## config.mk

```make
export PLATFORM = sky130hd
export DESIGN_NAME = down_counter_timer
export DESIGN_NICKNAME = d
export VERILOG_FILES = /design/src/rtl/counter_pkg.sv /design/src/rtl/borrow_cell.sv /design/src/rtl/down_counter_timer.sv
export SDC_FILE = /design/constraint.sdc
export NUM_CORES = 1
export LEC_CHECK = 0
export CORE_MARGIN = 10
export CORE_UTILIZATION = 40
export DETAILED_ROUTE_END_ITERATION = 8
export PLACE_DENSITY_LB_ADDON = 0.12
export RECOVER_POWER = 25
export SYNTH_ARGS = -nofsm -noshare
export SYNTH_HDL_FRONTEND = slang
export SYNTH_SLANG_ARGS = --single-unit
```

## constraint.sdc

```tcl
create_clock -name clk -period 2.78 [get_ports clk]
set_input_delay 0.834 -clock clk [delete_from_list [all_inputs] [get_ports clk]]
set_output_delay 0.834 -clock clk [all_outputs]
set_load 0.1 [all_outputs]
```

## src/rtl/counter_pkg.sv

```systemverilog
// Shared types and defaults for the counter family (up-counter and down-counter timer).
package counter_pkg;

  typedef enum logic {
    IDLE = 1'b0,
    RUN  = 1'b1
  } tmr_state_t;

  localparam int CNT_W_DEFAULT = 8;

endpackage

```

## src/rtl/borrow_cell.sv

```systemverilog
// One bit of a ripple-borrow decrementer; chained LSB to MSB.
module borrow_cell (
  input  logic q_i,
  input  logic borrow_in,
  output logic diff_o,
  output logic borrow_out
);

  assign diff_o     = q_i ^ borrow_in;
  assign borrow_out = ~q_i & borrow_in;

endmodule

```

## src/rtl/down_counter_timer.sv

```systemverilog
// Loadable down-counter / terminal-count timer with one-shot and periodic modes.
module down_counter_timer
  import counter_pkg::*;
#(
  parameter int WIDTH = CNT_W_DEFAULT
) (
  input  logic             clk,
  input  logic             reset,
  input  logic             enable,
  input  logic             load,
  input  logic [WIDTH-1:0] d,
  input  logic             periodic,
  output logic [WIDTH-1:0] q,
  output logic             running,
  output logic             zero,
  output logic             tc
);

  tmr_state_t       state;
  tmr_state_t       state_next;
  logic [WIDTH-1:0] reload;
  logic [WIDTH-1:0] q_next;
  logic [WIDTH-1:0] diff;
  logic [WIDTH:0]   borrow;
  logic             dec_en;
  logic             at_tc;

  // A decrement is requested only while running, enabled and not overridden by a load.
  assign dec_en    = (state == RUN) & enable & ~load;
  assign at_tc     = dec_en & (q == WIDTH'(1));
  assign borrow[0] = dec_en;

  genvar i;
  generate
    for (i = 0; i < WIDTH; i++) begin : g_dec
      borrow_cell u_cell (
        .q_i        (q[i]),
        .borrow_in  (borrow[i]),
        .diff_o     (diff[i]),
        .borrow_out (borrow[i+1])
      );
    end
  endgenerate

  // Next-count and next-state selection: load > terminal count > decrement > hold.
  // A borrow out of the MSB would mean decrementing from zero; that case holds q.
  always_comb begin
    q_next     = q;
    state_next = state;
    if (load) begin
      q_next     = d;
      state_next = (d != '0) ? RUN : IDLE;
    end else if (at_tc) begin
      if (periodic) begin
        q_next = reload;
      end else begin
        q_next     = '0;
        state_next = IDLE;
      end
    end else if (dec_en && !borrow[WIDTH]) begin
      q_next = diff;
    end
  end

  // Registered count, reload value, state and outputs; async reset clears everything.
  always_ff @(posedge clk or posedge reset) begin
    if (reset) begin
      q       <= '0;
      reload  <= '0;
      state   <= IDLE;
      running <= 1'b0;
      tc      <= 1'b0;
    end else begin
      q       <= q_next;
      state   <= state_next;
      running <= (state_next == RUN);
      tc      <= at_tc;
      if (load) begin
        reload <= d;
      end
    end
  end

  assign zero = (q == '0);

endmodule

```

* Word level (Yosys, flattened, before mapping) *
Cells that the tools add are included.

word-level totals
  register bits after elaboration = 18
  input port bits = 13
  output and inout bits = 11
  word-level logic and storage cells = 49

operators by class
  eq/ne operators = 2
  mux-type cells = 8
  bitwise gates (word level) = 28
  reduce and logical (&&, ||, !) cells = 7

operators with widths
  cell                                                 number
  two-way mux 8 bit                                    4
  AND 1 bit                                            11
  inverter 1 bit                                       9
  equality test 8 x 1 -> 1 bit, second input constant  1
  logical NOT 8 bit                                    1
  nonzero test 8 bit                                   1
  XOR 1 bit                                            8
  two-way mux 1 bit                                    4
  nonzero test 3 bit                                   1
  inequality test 2 bit, second input constant         1
  AND reduction 2 bit                                  1
  nonzero test 2 bit                                   1
  logical AND 1 bit                                    1
  logical NOT 1 bit                                    1

* Logic depth before layout (Yosys ltp) *
Gate-level depths: netlist of run 1.

  depth in word-level cells = 15
  gate-level depth with buffers = 14
  gate-level depth less buffers = 12

* Cells and area by module *
A second synthesis of run 1 with hierarchy kept.

second synthesis, totals
  cells, all modules = 110
  area, all modules = 1097.3 µm²

modules (own cells, without submodules)
  module              instances  cells each  area each (µm²)  seq. area each (µm²)
  down_counter_timer  1          86          937.1            450.4
  borrow_cell         8          3           20.0             0.0

* Worst setup path before layout of run 1 *
OpenSTA, ideal clock, no wires.

  path kind = input to register
  start point = in load
  end point = reg q[0]
  setup time = 0.128 ns
  data arrival time = 3.052 ns
  required time = 2.652 ns
  slack = -0.400 ns
  cell stages on the path = 14
  path buffers = 2
  path through = buf_4 and3b_1 ha_1 ha_1 ha_1 ha_1 ha_1 ha_1 ha_1 ha_1 a21boi_1 o21ba_1 buf_6 mux2i_1

between the ends
  word-level cells in the longest chain between the ends = 13
  elaborated cells on any way between the ends = 18
  classes of those cells = 3 x mux; 12 x bitwise; 3 x reduce/logical

ends and longest elaborated chain
  item                                 line                      RTL
  start: declaration                   down_counter_timer.sv:10  input logic load,
  inverter 1 bit                       down_counter_timer.sv:29  assign dec_en = (state == RUN) & enable & ~load;
  AND 1 bit                            down_counter_timer.sv:29
  AND 1 bit (8 in series)              borrow_cell.sv:10         assign borrow_out = ~q_i & borrow_in;
  logical NOT 1 bit                    down_counter_timer.sv:60  end else if (dec_en && !borrow[WIDTH]) begin
  logical AND 1 bit                    down_counter_timer.sv:60
  nonzero test 3 bit (no source line)  --
  end signal: assignment               down_counter_timer.sv:74  q <= q_next;
  end: declaration                     down_counter_timer.sv:13  output logic [WIDTH-1:0] q,

Several ways; a longest one is shown, not always the timed one. The select of a mux whose other input is x is not followed.
A chain may end at the register's enable or synchronous reset.

* Worst setup path after layout of run 1 *
  start point = in enable
  end point = reg q[6]

between the ends
  word-level cells in the longest chain between the ends = 13
  elaborated cells on any way between the ends = 18
  classes of those cells = 3 x mux; 12 x bitwise; 3 x reduce/logical

ends and longest elaborated chain
  item                                 line                      RTL
  start: declaration                   down_counter_timer.sv:9   input logic enable,
  AND 1 bit * (2 in series)            down_counter_timer.sv:29
  AND 1 bit (8 in series)              borrow_cell.sv:10
  logical NOT 1 bit                    down_counter_timer.sv:60
  logical AND 1 bit                    down_counter_timer.sv:60
  nonzero test 3 bit (no source line)  --

Every way passes the cells marked *; elsewhere a longest branch is shown, timed or not. The select of a mux whose other input is x is not followed.

==> flow_summary.json, run 1 <==
{
  "path_buf_inv": 1,
  "outcome": "completed",
  "initial_core_util_pct": 43.36,
  "fin_tns_setup_ps": 0,
  "fp.dieW_um": 72.53,
  "die_h_um": 72.53,
  "synth_xor_area_share_pct": 0,
  "synth_compound_area_share_pct": 15.65,
  "synth_nets": 135,
  "cts_max_level": 1,
  "drv_slew": 0,
  "gp_congestion": 0.8064,
  "leakage_uw": 0.0006456,
  "max_freq_mhz": 360.6,
  "max-slew-margin-rel_pct": 51.78,
  "stdcell_count": 160,
  "dp_hpwl_um": 2000,
  "fin_ws_ps": 7.195,
  "holdCritPathClass": "register to register",
  "drtIter0Drc": 54,
  "final.period_utilization_pct": 99.74,
  "dp_cells": 155,
  "worstSetupEndpointType": "register",
  "antenna_cells": 0,
  "drt-pass1-iter-count": 4,
  "areaGrowthSynthToFinish_pct": 28.57,
  "clock_latency_ps": 290,
  "grt_setup_unrepaired": "true",
  "fillerInstances": 240,
  "pin_count": 24,
  "power.density_nw_per_um2": 606.7,
  "cp_top_family": "adder cells",
  "cts_buffer_depth": 2,
  "grt_pass1_vias": 964,
  "cpPeakStageDelay_ps": 260,
  "finalHoldViolations": 0,
  "skew_ps": 4.827,
  "vias_per_cell": 5.231,
  "arrival_ps": 2950,
  "syn_area_um2": 1104,
  "ctsHoldBuffers": 0,
  "synth_top_family_by_area": "compound AO/OA/AOI/OAI gates",
  "yosys_warnings": 0,
  "rrSetupSlack_ps": 190,
  "drv_cap": 0,
  "overflow": 0,
  "vdd_drop_max_mv": 0.3394,
  "track_usage_pct": 10.14,
  "required_ps": 2950,
  "fin_util_pct": 55.75,
  "cts_buffers": 3,
  "syn-mean-instance-area_um2": 9.680,
  "num-nets-final": 152,
  "antenna_found_initial": 0,
  "pre_cts_ws_ps": -896.1,
  "ys_types": 22,
  "syn_inst": 114,
  "cts_num_sinks": 18,
  "port_buffers": 23,
  "worstMarginPinSlew_ps": 722.5,
  "wirelength_um": 2575,
  "drive_above_1_share_pct": 24.62,
  "synth-seq-area-share_pct": 40.82,
  "crit_path_top_delay_cell": "o21ba_4",
  "grt_max_degree": 28,
  "cts-root-buf": "clkbuf_4",
  "synthAdderAreaFrac_pct": 9.070,
  "grt_pass1_wl_um": 4291,
  "critPathKind": "input pin to register",
  "wl_per_cell_um": 16.09,
  "core-area_um2": 2545,
  "fin_crit_ps": 2773,
  "synthSimpleGateAreaFrac_pct": 12.59,
  "drc": 0,
  "clkTransAtPathRegs_ps": 110,
  "whs_ps": 535.3,
  "postRouteAntennaNets": 0,
  "finalSetupViolCount": 0,
  "via_count": 837,
  "muxShareOfSynthArea_pct": 7.256,
  "start_kind": "input pin",
  "path_max_fanout": 8,
  "cts_tree": "yes",
  "row_count": 18,
  "cp_common_cell": "ha_4",
  "path_cells": "buf_6 > and3b_2 > ha_4 > ha_4 > ha_4 > ha_4 > ha_4 > ha_4 > ha_4 > ha_4 > a21boi_2 > o21ba_4 > mux2i_1",
  "ys_seq_elements": 18,
  "dieArea_um2": 5260
}
## worst register-to-register path, delay by kind of cell, from the launching register on
family,cells,cell delay (ps)
AO/OA/AOI/OAI,2,410
adder cells (fa/ha/maj),8,1220
flip-flops,1,450
multiplexers,1,140
AND/OR/NAND/NOR,1,240
## what timing repair did
item	in CTS	in global routing
pin swaps	3	0
buffers inserted	0	1
gates resized for setup	17	1
setup endpoints to repair	8	8
hold endpoints to repair	0	0
## cell usage in the layout (no fill, tap or decap), types with 2 or more instances in the layout
cell type | netlist | layout
buf_6 | 1 | 2
buf_4 | 10 | 12
nand2_1 | 9 | 9
clkbuf_4 | 0 | 3
a22oi_1 | 8 | 8
or4_1 | 2 | 2
mux2i_1 | 8 | 8
dlygate4sd3_1 | 0 | 9
inv_1 | 18 | 18
dfrtp_1 | 18 | 17
o21ai_0 | 18 | 18
nand4_1 | 3 | 3
ha_4 | 0 | 8
## cell type report
type                       instances  area [um2]  share of cell area (%)
timing repair buffer              25       232.7                   16.40
sequential                        18       451.7                   31.83
inverter                          18       67.56                   4.762
multi-input combinational         65       603.1                   42.50
clock buffer                       4       26.28                   1.852
tap                               30       37.54                   2.646
## synthesized netlist by cell type (all sizes together)
cell / instances / share of area, %
o21ai: 19 / 8.6
dfrtp: 18 / 41
inv: 18 / 6.1
buf: 12 / 8.2
nand2: 9 / 3.1
a22oi: 8 / 5.4
ha: 8 / 9.1
mux2i: 8 / 7.3
nand4: 3 / 1.7
or4: 2 / 1.4
a21boi: 1 / 0.68
and3b: 1 / 0.79
and4: 1 / 0.79
clkbuf: 1 / 0.34
nand3: 1 / 0.45
nor2: 1 / 0.34
nor4: 1 / 1.9
nor4b: 1 / 2.2
o21ba: 1 / 0.91
## where the power goes
part / total [uW] / internal (uW) / leakage (uW) / switching (uW)
clock network: 138 / 55.8 / 0.0000150 / 82.4
logic: 392 / 108 / 0.000413 / 283
registers: 331 / 296 / 0.000218 / 35.3
## sequential cells by signal, indices dropped and copies added, names as in the netlist
name    count
tc          1
reload      8
state       1
q           8
## layer usage
layer | part of all wire [%] | track usage (%) | up-vias
met5 | 0 | 0 | -
met4 | 0.78 | 3.797 | 0
met3 | 6.2 | 2.721 | 2
met2 | 48 | 17.63 | 19
met1 | 45 | 11.47 | 400
li1 | - | - | 416
## worst paths after layout
check / endpoint / cells after the start / startpoint
max: q[6] / 13 / enable
min: reload[3] / 2 / reload[3]
max reg2reg: q[6] / 12 / state
min reg2reg: reload[3] / 2 / reload[3]
max in group asynchronous: state / 2 / reset
min in group asynchronous: reload[0] / 2 / reset
## per-stage QoR
stage	power, uW	instance area [um2]
after floorplan	659.3	1180
after global placement	721.5	1339
after detailed placement	722.9	1339
after CTS	866.7	1401
after global routing	909.4	1419
final	860.8	1419
## kinds of logic after synthesis
family                   after synthesis
AND/OR/NAND/NOR                       20
adder cells (fa/ha/maj)                8
flip-flops                            18
multiplexers                           8
buffers and inverters                 31
AO/OA/AOI/OAI                         29
No activity file was read; power rests on OpenSTA's default activity.
==> run 2: changes to the inputs <==
--- a/config.mk
+++ b/config.mk
@@ -5,6 +5,7 @@
 export SDC_FILE = /design/constraint.sdc
 export NUM_CORES = 1
 export LEC_CHECK = 0
+export CAP_MARGIN = 15
 export CORE_MARGIN = 10
 export CORE_UTILIZATION = 40
 export DETAILED_ROUTE_END_ITERATION = 8
==> results of run 2 <==
The final DEF is identical to that of run 1; final timing and power are the same.
==> run 3: changes to the inputs <==
--- a/config.mk
+++ b/config.mk
@@ -9,7 +9,7 @@
 export CORE_MARGIN = 10
 export CORE_UTILIZATION = 40
 export DETAILED_ROUTE_END_ITERATION = 8
-export PLACE_DENSITY_LB_ADDON = 0.12
+export PLACE_DENSITY = 0.66
 export RECOVER_POWER = 25
 export SYNTH_ARGS = -nofsm -noshare
 export SYNTH_HDL_FRONTEND = slang
==> run 3 against run 2 <==
Compared with the run above: the run now ends with negative setup slack left; worst hold slack lost 2.3 ps; sequential share of layout area is 0.25 points lower; total power rose by 3.6%; clock power grew 19%; setup slack worse by 18 ps; clock skew is 3.3 ps lower; register-to-register slack got worse by 20 ps; maximum frequency decreased by 0.64%; combinational power increased by 1%; flip-flop and latch count unchanged; first-iteration DRC count fell by 19%; critical endpoint is now q[0]; largest cell class unchanged; highest routed layer unchanged.
==> flow_summary.json, run 3 (synthesized netlist as in run 1, its figures left out) <==
{
  "max_freq_mhz": 358.4,
  "fin_crit_ps": 2791,
  "die_h_um": 72.53,
  "via_count": 874,
  "finalSetupViolCount": 1,
  "drtIter0Drc": 44,
  "grt_setup_unrepaired": "true",
  "arrival_ps": 3010,
  "areaGrowthSynthToFinish_pct": 29.59,
  "track_usage_pct": 10.47,
  "cts_max_level": 1,
  "drv_cap": 0,
  "initial_core_util_pct": 43.36,
  "required_ps": 3000,
  "vias_per_cell": 5.429,
  "outcome": "complete, but fails checks",
  "drc": 0,
  "leakage_uw": 0.0006543,
  "clock_latency_ps": 290,
  "drv_slew": 0,
  "cts-root-buf": "clkbuf_4",
  "final.period_utilization_pct": 100.4,
  "ctsHoldBuffers": 0,
  "drive_above_1_share_pct": 25.95,
  "max-slew-margin-rel_pct": 55.47,
  "dp_cells": 156,
  "whs_ps": 533.0,
  "start_kind": "input pin",
  "cts_num_sinks": 18,
  "dp_hpwl_um": 1980,
  "stdcell_count": 161,
  "cts_buffers": 3,
  "drt-pass1-iter-count": 4,
  "worstSetupEndpointType": "register",
  "rr_worst_depth": 12,
  "fin_tns_setup_ps": -10.56,
  "vdd_drop_max_mv": 0.4622,
  "cts_tree": "yes",
  "row_count": 18,
  "clkTransAtPathRegs_ps": 110,
  "worstMarginPinSlew_ps": 667.2,
  "antenna_found_initial": 0,
  "power_uw": 891.7,
  "fin_ws_ps": -10.56,
  "gp_congestion": 0.9291,
  "path_max_fanout": 8,
  "layout_common_cells": "o21ai_0, inv_1, dfrtp_1, buf_4",
  "num-nets-final": 153,
  "core-area_um2": 2545,
  "violations": "negative setup slack",
  "reg_top3": "q x8, reload x8",
  "port_buffers": 23,
  "dieArea_um2": 5260,
  "cts_buffer_depth": 2,
  "grt_pass1_wl_um": 4347,
  "critPathKind": "input pin to register",
  "fin_util_pct": 56.19,
  "power.density_nw_per_um2": 623.5,
  "finalHoldViolations": 0,
  "overflow": 0,
  "fp.dieW_um": 72.53,
  "min_delay_path_depth": 2,
  "holdCritPathClass": "register to register",
  "skew_ps": 1.502,
  "antenna_cells": 0,
  "pin_count": 24,
  "postRouteAntennaNets": 0,
  "grt_max_degree": 28,
  "grt_pass1_vias": 931,
  "wl_per_cell_um": 16.34,
  "wirelength_um": 2631
}
==> run 3: metal layers <==
metal | GRT usage, % | routed length, um | share of wire (%) | vias to the layer above
met3 | 3.265 | 171 | 6.5 | 8
met5 | 0 | 0 | 0 | -
met4 | 4.430 | 70 | 2.7 | 0
met2 | 16.76 | 1218 | 46 | 32
li1 | - | - | - | 420
met1 | 12.57 | 1171 | 45 | 414
==> run 3: worst max-delay path, cell delays in order <==
cell	delay (ps)
buf_6	100
and3b_2	230
ha_4	170
ha_4	160
ha_4	150
ha_4	160
ha_4	150
ha_4	150
ha_4	150
ha_4	140
a21boi_2	150
o21ba_4	270
mux2i_1	190
==> run 3: through the flow <==
step	area, um2	worst slack (ps)
finish	1430	-10.56
global route	1430	-49.73
CTS	1408	20.05
detailed placement	1346	-834.4
global placement	1346	-773.9
floorplan	1180	-273.4
==> run 3: worst paths after layout <==
check / slack, ps / start / to
max: -10 / enable / q[0]
min: 530 / reload[2] / reload[2]
max reg2reg: 170 / state / q[0]
min reg2reg: 530 / reload[2] / reload[2]
max in group asynchronous: 1260 / reset / state
min in group asynchronous: 1060 / reset / reload[2]
==> run 3: where the power goes <==
group	total, uW	switching, uW	internal (uW)
Sequential	330	34.6	296
Clock	164	84.6	79.8
Combinational	397	289	108
Total	892	408	484
==> run 3: area by class of cell <==
cell class / instances / area (um2)
Clock buffer: 4 / 36.28
Fill cell: 227 / 1115
Inverter: 18 / 67.56
Multi-Input combinational cell: 65 / 603.1
Sequential cell: 18 / 451.7
Tap cell: 30 / 37.54
Timing Repair Buffer: 26 / 234.0
==> run 3: what timing repair did <==
action                                  in CTS  in global routing
pin swaps                                    4                  0
gates resized for setup                     13                  3
endpoints found under the setup margin       8                  8
buffers inserted                             1                  0
